$ cat src/rtl/run_controller.sv
// ---------------------------------------------------------------------------
// run_controller
//   Run controller for the single-cycle core. After a start pulse it holds the
//   core in reset for RESET_CYCLES cycles and then releases it. While the core
//   runs it counts cycles and retired instructions. The run ends either when
//   the core writes a value with bit 0 set to TOHOST_ADDR, or when the cycle
//   budget MAX_CYCLES runs out. Done, pass and the exit code are reported.
//
// Ports
//   i_clk            rising-edge clock
//   i_rst            synchronous active-high reset
//   i_start          1-cycle pulse: begin or restart a run
//   i_mem_we         core data-memory write enable (snooped)
//   i_mem_addr       core data-memory address (snooped)
//   i_mem_wdata      core data-memory write data (snooped)
//   i_retire         core retired an instruction this cycle
//   o_core_rst_n     active-low reset driven to the core
//   o_running        high while in RUN
//   o_cycle_count    RUN cycles elapsed (saturating)
//   o_instret_count  retire pulses seen in RUN (saturating)
//   o_done           run finished, held until start or reset
//   o_pass           finished via tohost with exit code 0
//   o_timeout        finished via cycle budget exhaustion
//   o_exit_code      mem_wdata >> 1 of the terminating tohost write
// ---------------------------------------------------------------------------
module run_controller #(
  parameter int                    RESET_CYCLES = 4,
  parameter int                    MAX_CYCLES   = 1000,
  parameter int                    ADDR_WIDTH   = 32,
  parameter int                    DATA_WIDTH   = 32,
  parameter logic [ADDR_WIDTH-1:0] TOHOST_ADDR  = 'h100,
  parameter int                    CNT_WIDTH    = 32
) (
  input  logic                  i_clk,
  input  logic                  i_rst,
  input  logic                  i_start,
  input  logic                  i_mem_we,
  input  logic [ADDR_WIDTH-1:0] i_mem_addr,
  input  logic [DATA_WIDTH-1:0] i_mem_wdata,
  input  logic                  i_retire,
  output logic                  o_core_rst_n,
  output logic                  o_running,
  output logic [CNT_WIDTH-1:0]  o_cycle_count,
  output logic [CNT_WIDTH-1:0]  o_instret_count,
  output logic                  o_done,
  output logic                  o_pass,
  output logic                  o_timeout,
  output logic [DATA_WIDTH-2:0] o_exit_code
);

  localparam logic [1:0] S_IDLE  = 2'd0;
  localparam logic [1:0] S_RESET = 2'd1;
  localparam logic [1:0] S_RUN   = 2'd2;
  localparam logic [1:0] S_DONE  = 2'd3;

  localparam int RC_W = (RESET_CYCLES > 1) ? $clog2(RESET_CYCLES) : 1;
  localparam logic [RC_W-1:0]      RC_LOAD = RC_W'(RESET_CYCLES - 1);
  localparam logic [CNT_WIDTH-1:0] MAX_CNT = CNT_WIDTH'(MAX_CYCLES);

  logic [1:0]            r_state;
  logic [RC_W-1:0]       r_rst_cnt;
  logic                  r_core_rst_n;
  logic                  r_running;
  logic [CNT_WIDTH-1:0]  r_cycle_count;
  logic [CNT_WIDTH-1:0]  r_instret_count;
  logic                  r_done;
  logic                  r_pass;
  logic                  r_timeout;
  logic [DATA_WIDTH-2:0] r_exit_code;

  logic                  w_tohost;
  logic                  w_budget_hit;
  logic [CNT_WIDTH-1:0]  w_cycle_inc;
  logic [CNT_WIDTH-1:0]  w_instret_inc;
  logic [DATA_WIDTH-2:0] w_code;

  // Writes with bit 0 clear are console traffic and never end the run.
  assign w_tohost = (r_state == S_RUN) && i_mem_we &&
                    (i_mem_addr == TOHOST_ADDR) && i_mem_wdata[0];
  assign w_code   = i_mem_wdata[DATA_WIDTH-1:1];

  // Counters stick at all-ones instead of wrapping.
  assign w_cycle_inc   = (r_cycle_count == '1) ? r_cycle_count
                                               : r_cycle_count + CNT_WIDTH'(1);
  assign w_instret_inc = (r_instret_count == '1) ? r_instret_count
                                                 : r_instret_count + CNT_WIDTH'(1);

  // The budget is hit on the edge that makes the cycle count equal MAX_CYCLES.
  assign w_budget_hit = (w_cycle_inc == MAX_CNT);

  always_ff @(posedge i_clk) begin
    if (i_rst) begin
      r_state         <= S_IDLE;
      r_rst_cnt       <= '0;
      r_core_rst_n    <= 1'b0;
      r_running       <= 1'b0;
      r_cycle_count   <= '0;
      r_instret_count <= '0;
      r_done          <= 1'b0;
      r_pass          <= 1'b0;
      r_timeout       <= 1'b0;
      r_exit_code     <= '0;
    end else if (i_start) begin
      // start from any state (re)enters RESET with a clean slate
      r_state         <= S_RESET;
      r_rst_cnt       <= RC_LOAD;
      r_core_rst_n    <= 1'b0;
      r_running       <= 1'b0;
      r_cycle_count   <= '0;
      r_instret_count <= '0;
      r_done          <= 1'b0;
      r_pass          <= 1'b0;
      r_timeout       <= 1'b0;
      r_exit_code     <= '0;
    end else begin
      case (r_state)
        S_RESET: begin
          if (r_rst_cnt == '0) begin
            r_state      <= S_RUN;
            r_core_rst_n <= 1'b1;
            r_running    <= 1'b1;
          end else begin
            r_rst_cnt <= r_rst_cnt - RC_W'(1);
          end
        end
        S_RUN: begin
          r_cycle_count <= w_cycle_inc;
          if (i_retire) begin
            r_instret_count <= w_instret_inc;
          end
          // tohost takes priority over a budget hit on the same edge
          if (w_tohost) begin
            r_state      <= S_DONE;
            r_core_rst_n <= 1'b0;
            r_running    <= 1'b0;
            r_done       <= 1'b1;
            r_exit_code  <= w_code;
            r_pass       <= (w_code == '0);
          end else if (w_budget_hit) begin
            r_state      <= S_DONE;
            r_core_rst_n <= 1'b0;
            r_running    <= 1'b0;
            r_done       <= 1'b1;
            r_timeout    <= 1'b1;
          end
        end
        S_IDLE, S_DONE: begin
        end
        default: begin
          r_state <= S_IDLE;
        end
      endcase
    end
  end

  assign o_core_rst_n    = r_core_rst_n;
  assign o_running       = r_running;
  assign o_cycle_count   = r_cycle_count;
  assign o_instret_count = r_instret_count;
  assign o_done          = r_done;
  assign o_pass          = r_pass;
  assign o_timeout       = r_timeout;
  assign o_exit_code     = r_exit_code;

endmodule

$ cat config.mk
export PLATFORM = sky130hd
export DESIGN_NAME = run_controller
export DESIGN_NICKNAME = d
export VERILOG_FILES = /design/src/rtl/run_controller.sv
export SDC_FILE = /design/constraint.sdc
export NUM_CORES = 1
export LEC_CHECK = 0
export ABC_AREA = 1
export BUFFER_PORTS_ARGS = -buffer_cell sky130_fd_sc_hd__buf_2
export CAP_MARGIN = 20
export CELL_PAD_IN_SITES_DETAIL_PLACEMENT = 0
export CELL_PAD_IN_SITES_GLOBAL_PLACEMENT = 2
export CORE_MARGIN = 3
export CORE_UTILIZATION = 24
export DETAILED_ROUTE_END_ITERATION = 6
export GPL_TIMING_DRIVEN = 0
export PLACE_DENSITY_LB_ADDON = 0.1
export SLEW_MARGIN = 0
export SYNTH_ARGS = -nofsm -noshare
export SYNTH_HDL_FRONTEND = slang
export SYNTH_SLANG_ARGS = --single-unit
export TNS_END_PERCENT = 100
$ cat constraint.sdc
create_clock -name i_clk -period 2.3 [get_ports i_clk]
set_clock_uncertainty 0.05 [all_clocks]
set_input_delay 0.345 -clock i_clk [delete_from_list [all_inputs] [get_ports i_clk]]
set_output_delay 0.345 -clock i_clk [all_outputs]
set_load 0.02 [all_outputs]
==> reports/results.ini <==
[pwr]
sw_frac_of_total_pct = 28.7
leakage_nw = 3.57
seqPwrFrac_pct = 48.0
power_density_mw_per_mm2 = 454
combPwrFrac_pct = 8.2
vdd_drop_max_uv = 301
power_frac_clock_pct = 43.8
power_switching_mw = 1.08
p_int_mw = 2.68

[cells_and_area]
diodes = 0
drive_gt1_share_pct = 30.4
finalNetCount = 1228
final_area_mm2 = 0.00829
synthToLayoutAreaGrowth_pct = 38.8
final_util_pct = 34.0
final.fill_count = 2813

[timing]
whs_ps = 154
tns_ps = -10.5
slew-limit-headroom_pct = 47.1
rsz0062_at_grt = true
worstMarginPinSlew_ps = 793
period_share_pct = 100
finalSetupViolCount = 1
fmax_ghz = 0.433
setup_slack_ps = -10.5
fin_crit_ps = 2310
maxSlewViolCount = 0
finalHoldViolations = 0

[global_routing]
gr-total-overflow = 0
grt_usage_pct = 17.1
grt_pass1_vias = 6540
busiest_layer = met2
antenna_found_initial = 1
use_met3_pct = 3.58
grt_max_degree = 22
gr-usage-met1_pct = 24.7
globalRouteMet2Util_pct = 26.7
grt_pass1_wl_um = 35900

[synthesis]
async_flop_share_pct = 0
yosysMostFrequentCell = nand2_1
synth_area_mm2 = 0.00597
yosysSeqAreaShare_pct = 34.5
netlist.top_cell.by_area = dfxtp_1
synth_fp_nets = 1015
yosysTopAreaCellShare_pct = 34.5
synth_top_flop_cell = dfxtp_1
synth_commonest_cells = 200 x nand2_1, 153 x nor2_1, 122 x inv_1, 103 x dfxtp_1, 71 x o21ai_0
synth-edff-count = 0
synth_seq_cells = 103
syn_inst = 943
syn_avg_cell_area_um2 = 6.33
yosys_warnings = 0
netlist_top_cells_area = dfxtp_1 35%, nand2_1 13%, nor2_1 9.6%, inv_1 7.7%, o21ai_0 6.0%
yosysUniqueCellTypes = 41

[drt]
vias = 6810
initialDrtViolationCount = 343
wl_per_cell_um = 15.8
drc = 0
firstDrtPassIters = 4
avgViaCountPerCell = 4.59
detail-route-antenna-nets = 0
wirelength_um = 23400

[worst_setup_path]
crit_chain = nand2_1, nor2_4, nand2_4, nor2_8, buf_6, nand3_2, nand2_1, nand2_1, nor2_1, nand2_1, nor2_4, nand3_4, nand3_2, nand2_2, nand2_1, a21oi_1
critPathMaxFanout = 5
reg2reg_depth = 16
critical_path.startpoint = o_cycle_count[7]$_SDFFE_PP0P_
worstPathRequired_ps = 2470
regToRegEndpoint = o_running$_SDFFE_PP0P_
end_kind = flip-flop
reg2reg_slack_ps = -10
cpMostUsedCell = nand2_1
arrival_ps = 2480
start_kind = flip-flop
reg2reg_from = o_cycle_count[7]$_SDFFE_PP0P_
path_class = flip-flop to flip-flop
slowest_stage = dfxtp_2
critical-path-max-stage-delay_ps = 400
setup.worst_path.end = o_running$_SDFFE_PP0P_

[cts]
htreeDepth = 3
cts_made_buffers = 9
cts.sinks = 103
cts_hold_buffers = 0
worstSkewPairLatency_ps = 370
cts.clk_slew.worst_paths_ps = 90
clock_path_buffers = 2
cts-root-buf = clkbuf_16
cts_tree = done

[placement]
dp_hpwl_um = 18000
routabilityCongestion = 0.775
dpl_worst_slack_ps = -515
placed_cell_area_mm2 = 0.00722
io_buffers = 168

[die]
io_pins = 169
dieWidth_um = 164
initial_core_util_pct = 24.5
core_mm2 = 0.0244
die_h_um = 164
die_area_mm2 = 0.0268
row_count = 57

[run]
drv_cap = 0

[run_status]
status = finished, violations left
violations = setup timing

[worst_hold_path]
hold_class = input port to flip-flop

[critical path: cells and delay by family, from the launching register on]
family,cells,cell delay [ps]
buffers and inverters,1,140
AOI/OAI and AO/OA,1,50
DFF,1,400
and+or+nand+nor,14,1520
[per-stage QoR]
step           power, mW  std cells
2_1_floorplan       2.01        943
3_3_place_gp        2.16       1435
3_5_place_dp        2.16       1435
4_1_cts             3.84       1475
5_1_grt             3.93       1485
6_report            3.76       1485
[worst min-delay path by stage]
stage / startpoint / to / slack, ps / depth (start not counted)
floorplan: i_rst / r_state[0]$_SDFFE_PP0P_ / 360 / 1
global placement: o_timeout$_SDFFE_PP0P_ / o_timeout$_SDFFE_PP0P_ / 400 / 1
detailed placement: o_timeout$_SDFFE_PP0P_ / o_timeout$_SDFFE_PP0P_ / 400 / 1
CTS: i_rst / r_state[0]$_SDFFE_PP0P_ / 140 / 2
global route: i_rst / r_state[0]$_SDFFE_PP0P_ / 140 / 2
finish: i_rst / r_state[0]$_SDFFE_PP0P_ / 150 / 2
[power groups by stage]
stage	logic, mW	registers, mW	clock network (mW)
finish	0.308	1.81	1.65
global route	0.345	1.81	1.78
CTS	0.307	1.81	1.72
detailed placement	0.294	1.86	0
global placement	0.297	1.86	0
floorplan	0.143	1.87	0
[routing by layer]
| layer | up-vias | share of wire (%) |
|---|---|---|
| li1 | 3527 | - |
| met1 | 3127 | 51 |
| met2 | 140 | 44 |
| met3 | 14 | 5.2 |
| met4 | 2 | 0.69 |
| met5 | - | 0.030 |
[state kept, by name, indices dropped and copies added (netlist names)]
name and flops:
o_exit_code 31, o_pass 1, r_rst_cnt 2, o_instret_count 32, o_done 1, o_cycle_count 32, o_timeout 1, o_running 1
r_state 2
[cells by family after synthesis]
family / Yosys count / share of synthesized area [%]
XOR/XNOR: 12 / 1.76
flip-flops: 103 / 34.5
adder cells (fa/ha/maj): 3 / 0.629
AO/OA/AOI/OAI: 154 / 13.9
AND/OR/NAND/NOR: 518 / 39.4
buffers and inverters: 153 / 9.87
[cell type report]
| cell class | instances | area [µm²] | area share (%) |
|---|---|---|---|
| multi-input cells | 688 | 3630 | 43.8 |
| flip-flops and latches | 103 | 2140 | 25.9 |
| repair buffers | 203 | 1180 | 14.2 |
| inverters | 124 | 469 | 5.66 |
| well taps | 324 | 405 | 4.89 |
| clock buffers | 9 | 225 | 2.72 |
| plain buffers | 27 | 145 | 1.75 |
| clock inverters | 7 | 88.8 | 1.07 |
[cell usage in the layout (no fill, tap or decap), drive strengths merged, types with 2 or more instances in the layout]
| cell | instances |
|---|---|
| a211oi | 5 |
| a21oi | 61 |
| a31oi | 5 |
| and3 | 4 |
| buf | 207 |
| clkbuf | 32 |
| clkinv | 6 |
| dfxtp | 103 |
| ha | 3 |
| inv | 125 |
| nand2 | 206 |
| nand3 | 60 |
| nand3b | 7 |
| nand4 | 27 |
| nor2 | 160 |
| nor3 | 21 |
| nor3b | 4 |
| nor4 | 21 |
| o211ai | 5 |
| o21a | 2 |
| o21ai | 71 |
| o21bai | 3 |
| or2 | 6 |
| or4 | 2 |
| xnor2 | 6 |
| xor2 | 6 |
[what timing repair did]
action                                  in CTS  in global routing
setup buffers                               22                 11
gates resized for setup                    104                 50
hold endpoints to repair                     0                  0
endpoints found under the setup margin      65                 70
pin swaps                                   17                 15
cloned                                       2                  1
Note: power is estimated with default switching activity, not from simulation.
